==> src/rtl/tinker_pkg.sv <==
// tinker_pkg: opcode constants, sequencer state and op-class enums
// shared by the Tinker multi-cycle control slice.
package tinker_pkg;

  localparam int unsigned OP_ALU_LO  = 0;
  localparam int unsigned OP_ALU_HI  = 7;
  localparam int unsigned OP_BR_LO   = 8;
  localparam int unsigned OP_BR_HI   = 11;
  localparam int unsigned OP_CALL    = 12;
  localparam int unsigned OP_RET     = 13;
  localparam int unsigned OP_BR_X    = 14;
  localparam int unsigned OP_HALT    = 15;
  localparam int unsigned OP_LOAD    = 16;
  localparam int unsigned OP_ALU_A   = 17;
  localparam int unsigned OP_ALU_B   = 18;
  localparam int unsigned OP_STORE   = 19;
  localparam int unsigned OP_ALU2_LO = 20;
  localparam int unsigned OP_ALU2_HI = 29;

  typedef enum logic [2:0] {
    S_FETCH,
    S_DECODE,
    S_EXEC,
    S_MEM,
    S_WB,
    S_HALT
  } state_e;

  typedef enum logic [2:0] {
    OC_ALU,
    OC_LOAD,
    OC_STORE,
    OC_CALL,
    OC_RET,
    OC_BRANCH,
    OC_HALT,
    OC_ILLEGAL
  } op_class_e;

endpackage

==> src/rtl/tinker_op_classify.sv <==
// tinker_op_classify: combinational opcode -> op-class map.
// Ports: op (OP_W opcode) in, op_class (op_class_e) out.
module tinker_op_classify
  import tinker_pkg::*;
#(
  parameter int OP_W = 5
) (
  input  logic [OP_W-1:0] op,
  output op_class_e       op_class
);

  logic [31:0] v;

  always_comb begin
    v = 32'(op);
    op_class = OC_ILLEGAL;
    unique case (1'b1)
      (v <= OP_ALU_HI),
      (v == OP_ALU_A),
      (v == OP_ALU_B),
      (v >= OP_ALU2_LO && v <= OP_ALU2_HI):
        op_class = OC_ALU;
      (v == OP_LOAD):  op_class = OC_LOAD;
      (v == OP_STORE): op_class = OC_STORE;
      (v == OP_CALL):  op_class = OC_CALL;
      (v == OP_RET):   op_class = OC_RET;
      (v >= OP_BR_LO && v <= OP_BR_HI),
      (v == OP_BR_X):
        op_class = OC_BRANCH;
      (v == OP_HALT):  op_class = OC_HALT;
      default:         op_class = OC_ILLEGAL;
    endcase
  end

endmodule

==> src/rtl/tinker_cycle_ctrl.sv <==
// tinker_cycle_ctrl: FETCH/DECODE/EXEC/MEM/WB sequencer with memory
// timeout; clk, reset (async, active-high), opcode, mem_rdy, alu_done in;
// mem_req/sel/we, ir_load, alu_start, reg_we, wb_sel, pc_we, illegal,
// halted, bus_err, cyc_cnt, ret_cnt out. Counters built only when
// TINKER_CTRL_PERF_EN is defined, otherwise tied to 0.
module tinker_cycle_ctrl
  import tinker_pkg::*;
#(
  parameter int OP_W        = 5,
  parameter int MEM_TIMEOUT = 64,
  parameter int CNT_W       = 32
) (
  input  logic             clk,
  input  logic             reset,
  input  logic [OP_W-1:0]  opcode,
  input  logic             mem_rdy,
  input  logic             alu_done,
  output logic             mem_req,
  output logic             mem_sel,
  output logic             mem_we,
  output logic             ir_load,
  output logic             alu_start,
  output logic             reg_we,
  output logic             wb_sel,
  output logic             pc_we,
  output logic             illegal,
  output logic             halted,
  output logic             bus_err,
  output logic [CNT_W-1:0] cyc_cnt,
  output logic [CNT_W-1:0] ret_cnt
);

  localparam int WT_W = (MEM_TIMEOUT > 1) ? $clog2(MEM_TIMEOUT) : 1;

  state_e          state;
  op_class_e       cls;
  logic [OP_W-1:0] op_q;
  logic [OP_W-1:0] cls_op;
  logic [WT_W-1:0] wait_cnt;
  logic            alu_wait;
  logic            bus_err_q;
  logic            in_mem;
  logic            tmo;
  logic            st_mem;

  // DECODE classifies the live opcode; later states use the captured one
  assign cls_op = (state == S_DECODE) ? opcode : op_q;

  tinker_op_classify #(.OP_W(OP_W)) u_cls (
    .op       (cls_op),
    .op_class (cls)
  );

  assign in_mem = (state == S_FETCH) || (state == S_MEM);
  assign tmo = (MEM_TIMEOUT != 0) && in_mem && !mem_rdy &&
               (wait_cnt == WT_W'(MEM_TIMEOUT - 1));
  assign st_mem = (cls == OC_STORE) || (cls == OC_CALL);

  always_ff @(posedge clk or posedge reset) begin
    if (reset) begin
      state     <= S_FETCH;
      op_q      <= '0;
      wait_cnt  <= '0;
      alu_wait  <= 1'b0;
      bus_err_q <= 1'b0;
    end else begin
      wait_cnt <= (in_mem && !mem_rdy && !tmo) ? wait_cnt + 1'b1 : '0;
      alu_wait <= (state == S_EXEC) && (cls == OC_ALU) && !alu_done;
      unique case (state)
        S_FETCH: begin
          if (mem_rdy) begin
            state <= S_DECODE;
          end else if (tmo) begin
            state     <= S_HALT;
            bus_err_q <= 1'b1;
          end
        end
        S_DECODE: begin
          op_q  <= opcode;
          state <= (cls == OC_HALT) ? S_HALT : S_EXEC;
        end
        S_EXEC: begin
          case (cls)
            OC_ALU:  if (alu_done) state <= S_WB;
            OC_LOAD,
            OC_STORE,
            OC_CALL,
            OC_RET:  state <= S_MEM;
            default: state <= S_FETCH;
          endcase
        end
        S_MEM: begin
          if (mem_rdy) begin
            state <= (cls == OC_LOAD) ? S_WB : S_FETCH;
          end else if (tmo) begin
            state     <= S_HALT;
            bus_err_q <= 1'b1;
          end
        end
        S_WB:    state <= S_FETCH;
        S_HALT:  state <= S_HALT;
        default: state <= S_HALT;
      endcase
    end
  end

  always_comb begin
    mem_req   = 1'b0;
    mem_sel   = 1'b0;
    mem_we    = 1'b0;
    ir_load   = 1'b0;
    alu_start = 1'b0;
    reg_we    = 1'b0;
    wb_sel    = 1'b0;
    pc_we     = 1'b0;
    illegal   = 1'b0;
    halted    = 1'b0;
    if (!reset) begin
      unique case (state)
        S_FETCH: begin
          mem_req = 1'b1;
          ir_load = mem_rdy;
        end
        S_DECODE: ;
        S_EXEC: begin
          alu_start = (cls == OC_ALU) && !alu_wait;
          pc_we     = (cls == OC_BRANCH) || (cls == OC_ILLEGAL);
          illegal   = (cls == OC_ILLEGAL);
        end
        S_MEM: begin
          mem_req = 1'b1;
          mem_sel = 1'b1;
          mem_we  = st_mem;
          pc_we   = mem_rdy && (cls != OC_LOAD);
        end
        S_WB: begin
          reg_we = 1'b1;
          wb_sel = (cls == OC_LOAD);
          pc_we  = 1'b1;
        end
        S_HALT:  halted = 1'b1;
        default: ;
      endcase
    end
  end

  assign bus_err = bus_err_q;

`ifdef TINKER_CTRL_PERF_EN
  logic [CNT_W-1:0] cyc_q;
  logic [CNT_W-1:0] ret_q;

  always_ff @(posedge clk or posedge reset) begin
    if (reset) begin
      cyc_q <= '0;
      ret_q <= '0;
    end else begin
      if (!halted) cyc_q <= cyc_q + 1'b1;
      if (pc_we)   ret_q <= ret_q + 1'b1;
    end
  end

  assign cyc_cnt = cyc_q;
  assign ret_cnt = ret_q;
`else
  assign cyc_cnt = '0;
  assign ret_cnt = '0;
`endif

endmodule

==> config.mk <==
export PLATFORM = sky130hd
export DESIGN_NAME = tinker_cycle_ctrl
export DESIGN_NICKNAME = d
export VERILOG_FILES = /design/src/rtl/tinker_pkg.sv /design/src/rtl/tinker_op_classify.sv /design/src/rtl/tinker_cycle_ctrl.sv
export SDC_FILE = /design/constraint.sdc
export NUM_CORES = 1
export LEC_CHECK = 0
export ABC_AREA = 1
export BUFFER_PORTS_ARGS = -buffer_cell sky130_fd_sc_hd__buf_2
export CAP_MARGIN = 20
export CORE_ASPECT_RATIO = 1.5
export CORE_MARGIN = 4
export CORE_UTILIZATION = 45
export DETAILED_ROUTE_END_ITERATION = 10
export PLACE_DENSITY = 0.79
export SKIP_LAST_GASP = 1
export SYNTH_ARGS = -nofsm -noshare
export SYNTH_HDL_FRONTEND = slang
export SYNTH_SLANG_ARGS = --single-unit
export TNS_END_PERCENT = 50
==> constraint.sdc <==
create_clock -name clk -period 2.4 [get_ports clk]
set_clock_uncertainty 0.1 [all_clocks]
set_input_delay 0.48 -clock clk [delete_from_list [all_inputs] [get_ports clk]]
set_output_delay 0.48 -clock clk [all_outputs]
set_load 0.1 [all_outputs]
### Word-level counts from Yosys, hierarchy flattened

Cells that the tools add are included.

| operators by class | value |
|---|---|
| add/sub/neg operators | 1 |
| magnitude comparators | 5 |
| equal/unequal tests | 23 |
| muxes and demuxes | 31 |
| bitwise gates (word level) | 1 |
| reduce and logical (&&, ||, !) cells | 23 |

Operator list:

| operator | number |
|---|---|
| $pmux W3 S7 | 1 |
| $eq A5 B4 Y1 const B | 4 |
| $eq A5 B5 Y1 const B | 4 |
| $mux W1 | 19 |
| $eq A3 B3 Y1 const B | 6 |
| $mux W3 | 6 |
| $pmux W3 S5 | 1 |
| $eq A3 B2 Y1 const B | 4 |
| $logic_and A1 B1 Y1 | 9 |
| $reduce_or A4 Y1 | 2 |
| $add A6 B1 Y6 const B | 1 |
| $eq A3 B1 Y1 const B | 2 |
| $eq A6 B6 Y1 const B | 1 |
| $logic_not A3 Y1 | 2 |
| $mux W6 | 1 |
| $pmux W3 S2 | 1 |
| $ge A5 B4 Y1 const B | 1 |
| $ge A5 B5 Y1 const B | 1 |
| $le A5 B3 Y1 const B | 1 |
| $le A5 B4 Y1 const B | 1 |
| $le A5 B5 Y1 const B | 1 |
| $mux W5 | 1 |
| $logic_not A1 Y1 | 4 |
| $reduce_or A2 Y1 | 2 |
| 6 further kinds | 8 |

| word-level totals | value |
|---|---|
| register bits | 16 |
| output and inout port bits | 75 |
| word-level logic and storage cells | 89 |

### Longest topological paths before layout

| depth | value |
|---|---|
| depth after elaboration | 10 |
| gate-level depth with buffers | 13 |

### By module

From an unflattened synthesis, not the netlist that was laid out.

| second synthesis, totals | value |
|---|---|
| cell total of the unflattened synthesis | 211 |
| area total of the unflattened synthesis | 1,478.9 um^2 |

By module, submodules not included:

| module | instances | cells each | area an instance (um^2) |
|---|---|---|---|
| tinker_cycle_ctrl | 1 | 187 | 1,373.8 |
| tinker_op_classify | 1 | 24 | 105.1 |

### Least setup slack after synthesis

Ideal clock, no wire load.

| timing | value |
|---|---|
| path kind | flip-flop to output port |
| start point | register state[1] |
| end point | output port illegal |
| data arrival time | 3.917 ns |
| data required time | 1.820 ns |
| slack | -2.097 ns |
| cell stages (with the launch flop) | 10 |
| cell sequence | dfrtp_1 -> inv_2 -> nand2_2 -> nor2_2 -> nand2_2 -> nand2_4 -> nand3_2 -> nand2_2 -> nand2_1 -> nor4_1 |

| between the ends | value |
|---|---|
| cells in the longest elaborated chain, start to end | 9 |
| elaborated cells on any way between the ends | 24 |
| those cells by class | 5 x order compare; 11 x eq/ne; 4 x mux; 4 x reduce/logical |

RTL lines:

| element | RTL line | text |
|---|---|---|
| from (decl) | tinker_cycle_ctrl.sv:35 | `state_e state;` |
| from (signal assigned) | tinker_cycle_ctrl.sv:80 | `state <= (cls == OC_HALT) ? S_HALT : S_EXEC;` |
| from (signal assigned) | tinker_cycle_ctrl.sv:94 | `state <= (cls == OC_LOAD) ? S_WB : S_FETCH;` |
| $eq A3 B1 Y1 (*) | tinker_cycle_ctrl.sv:47 | `assign cls_op = (state == S_DECODE) ? opcode : op_q;` |
| $mux W5 (*) | - |  |
| net cls_op[3] | tinker_cycle_ctrl.sv:38 | `logic [OP_W-1:0] cls_op;` |
| $ge A5 B5 Y1, or another cell as far along | tinker_op_classify.sv:21 | `(v >= OP_ALU2_LO && v <= OP_ALU2_HI):` |
| $logic_and A1 B1 Y1 (on tied branches) | tinker_op_classify.sv:21, tinker_op_classify.sv:27 |  |
| $reduce_or A4 Y1 / $reduce_or A2 Y1 (equally long branches) | tinker_op_classify.sv:17 | `unique case (1'b1)` |
| $pmux W3 S7 (*) | tinker_op_classify.sv:17 |  |
| $eq A3 B3 Y1 (*) | tinker_cycle_ctrl.sv:128 | `illegal = (cls == OC_ILLEGAL);` |
| $mux W1 (*) | tinker_cycle_ctrl.sv:119 | `unique case (state)` |
| $mux W1 (*) | tinker_cycle_ctrl.sv:118 | `if (!reset) begin` |
| to (decl) | tinker_cycle_ctrl.sv:26 | `output logic illegal,` |

Mark *: on every way through the listed nets, which the timed path passes. The rest lies on a longest branch.

### Worst setup path in the final report

| timing | value |
|---|---|
| start point | register state[1] |
| end point | output port pc_we |

| between the ends | value |
|---|---|
| cells in the longest elaborated chain, start to end | 10 |
| elaborated cells on any way between the ends | 30 |
| those cells by class | 5 x order compare; 15 x eq/ne; 4 x mux; 6 x reduce/logical |

RTL lines:

| element | RTL line | text |
|---|---|---|
| $eq A3 B1 Y1 (*) | tinker_cycle_ctrl.sv:47 |  |
| $mux W5 (*) | - |  |
| net cls_op[1] | tinker_cycle_ctrl.sv:38 |  |
| $ge A5 B5 Y1, or another cell as far along | tinker_op_classify.sv:21 |  |
| $logic_and A1 B1 Y1 (on tied branches) | tinker_op_classify.sv:21, tinker_op_classify.sv:27 |  |
| $reduce_or A4 Y1 / $reduce_or A2 Y1 (equally long branches) | tinker_op_classify.sv:17 |  |
| $pmux W3 S7 (*) | tinker_op_classify.sv:17 |  |
| $ne A3 B1 Y1 / $eq A3 B3 Y1 (equally long branches) | tinker_cycle_ctrl.sv:134, tinker_cycle_ctrl.sv:127 |  |
| $logic_and A1 B1 Y1 / $logic_or A1 B1 Y1 (equally long branches) | tinker_cycle_ctrl.sv:134, tinker_cycle_ctrl.sv:127 |  |
| $pmux W1 S3 (*) | tinker_cycle_ctrl.sv:119 |  |
| $mux W1 (*) | tinker_cycle_ctrl.sv:118 |  |
| to (decl) | tinker_cycle_ctrl.sv:25 | `output logic pc_we,` |

Marked as above.

==> flow_metrics.tcl <==
set metrics [dict create \
    yosysSeqAreaShare 0.246 \
    syn_to_final_growth_pct 17.3 \
    yosysUniqueCellTypes 29 \
    die-area_um2 4670 \
    layout_common_cells "conb_1, nand2_1, nor2_1, inv_1, dfrtp_1" \
    failed_checks "setup timing" \
    via_count 1296 \
    grt_overflow_total 0 \
    worst_hold_slack_ns 0.300 \
    power_density_nw_per_um2 1310 \
    fin_crit_ns 2.49 \
    synth_cells 229 \
    drive_gt1_frac 0.323 \
    slowest_stage "dfrtp_1" \
    max_freq_mhz 401 \
    layout_commonest_cell "conb_1" \
    port-buffer-count 19 \
    first_pass_iters 4 \
    critPathRequiredTime_ns 1.82 \
    critPathMaxFanout 8 \
    cp_cell_sequence "inv_2, nand3_4, nand2_2, nand2_4, nor2_4, nand3_2, nand2_2, inv_2, nand2_1, nand2_1, nand2_1, nand2_2, buf_12" \
    antenna_found_initial 0 \
    fin_nets 272 \
    pre_cts_slack_ns 0.0676 \
    dieHeight_um 81.7 \
    antennaDiodeCount 0 \
    status "finished, violations left" \
    cts_tree "yes" \
    synth-main-ff-cell "dfrtp_1" \
    track_usage 0.132 \
    maxCapViolations 0 \
    syn_area_um2 1630 \
    p_leak_nw 1.04 \
    start_util 0.473 \
    rsz0062_at_grt "true" \
    ant_nets 0 \
    drt_wl_total_um 3190 \
    start_kind "register" \
    regToRegSetupSlack_ns 0.57 \
    ctsHoldBuffers 0 \
    max_stage_delay_ns 0.43 \
    hpwlAfterDp_um 2570 \
    synth_area_per_cell_um2 7.12 \
    grt_pass1_wl_um 4860 \
    core_area_um2 3450 \
    clk_latency_ns 0.25 \
    synth_top_area_share 0.299 \
    yosys_warnings 0 \
    cts_buffers 3 \
    htreeDepth 1 \
    dpl-instance-area_um2 1730 \
    root_buffer "clkbuf_8" \
    crit_type "reg2out" \
    clk_path_buf_depth 2 \
    async_reset_ff_frac 1.00 \
    path_clk_slew_ns 0.06 \
    peakVddDrop_mv 0.606 \
    hp-class "in2reg" \
    power_mw 2.51 \
    hold_viol_final 0 \
    cts.sink_count 16 \
    layout_setup_ws_ns -0.0917 \
    grt_pass1_vias 1155 \
    synth_largest_area_cell "buf_4" \
    ios 84 \
    n_fill_cell 320 \
    critical-path-top-delay-family "simple AND/OR/NAND/NOR gates" \
    drv_slew 0 \
    post_drt_wl_per_cell_um 10.5 \
    critPathArrivalTime_ns 1.91 \
    setup_violations 5 \
    rows 26 \
    endpoint_kind "output pin" \
    viasPerCell 4.29 \
    drtIter0Drc 31 \
    fin_tns_setup_ns -0.254 \
    dieWidth_um 57.1 \
    gp_congestion 0.861 \
    drc 0 \
    final_cell_area_um2 1910 \
    ys_top_cells_by_area "buf_4, dfrtp_1, nand2_1" \
    ys_seq_elements 16 \
    grt_max_degree 17 \
    path_buf_inv 3 \
    fin_crit_sh 1.04 \
    synth_edf_count 0 \
]
[layer usage]
metal / vias up / wire, um / GRT usage
li1: 634 / - / -
met2: 70 / 1790 / 0.256
met3: 8 / 284 / 0.0173
met4: 0 / 69 / 0.0650
met5: - / 0 / 0
met1: 584 / 1040 / 0.137
[power breakdown]
group | switching [mW] | internal (mW)
Clock | 0.0847 | 0.111
Sequential | 0.0688 | 0.350
Combinational | 1.38 | 0.512
[layout make-up]
type / instances / area (um2) / area share
clock buffers: 3 / 41.3 / 0.0216
inverters: 28 / 110 / 0.0576
multi-input cells: 181 / 996 / 0.521
flip-flops and latches: 16 / 402 / 0.210
well taps: 42 / 52.6 / 0.0275
repair buffers: 32 / 310 / 0.162
[Yosys cell counts, types with 2 or more instances]
cell type	instances
buf_4	65
nand2_1	39
nor2_1	25
inv_1	21
dfrtp_1	16
nand3_1	13
nand2_2	6
nand2_4	5
nor2_2	5
nor3_1	5
inv_2	4
nand3_2	3
nand4_1	3
a21oi_1	2
clkinv_1	2
o21ai_0	2
[worst paths after layout]
path / from / end / depth (start not counted)
min in group asynchronous: reset / state[1]$_DFFE_PP0P_ / 3
setup reg to reg: state[1]$_DFFE_PP0P_ / state[1]$_DFFE_PP0P_ / 11
setup / recovery: state[1]$_DFFE_PP0P_ / pc_we / 13
hold reg to reg: bus_err$_DFFE_PP0P_ / bus_err$_DFFE_PP0P_ / 2
hold / removal: alu_done / alu_wait$_DFF_PP0_ / 2
max in group asynchronous: reset / state[0]$_DFFE_PP0P_ / 3
[cells by family (layout without fill, tap and decap cells)]
family,count (synthesis),in the layout,synth area share
AND/OR/NAND/NOR,108,108,0.335
AO/OA/AOI/OAI,6,6,0.0238
XOR/XNOR,2,2,0.0107
buffers and inverters,95,63,0.375
flip-flops,16,16,0.246
other,1,64,0.00230
adder cells (fa/ha/maj),1,1,0.00767
[state kept, by name, summed over array words and instances, names as in the netlist]
name,flops
alu_wait,1
bus_err,1
op_q,5
state,3
wait_cnt,6
[stage by stage]
step                 util  std cells
detailed placement  0.501        292
CTS                 0.544        301
global placement    0.501        292
finish              0.554        302
global route        0.554        302
floorplan               -        292
[what timing repair did]
action | in CTS | in global routing
endpoints found under the setup margin | 5 | 7
setup buffers | 6 | 1
gates resized for setup | 14 | 9
pin swaps | 4 | 5
Power figures use the tool's default switching activity.
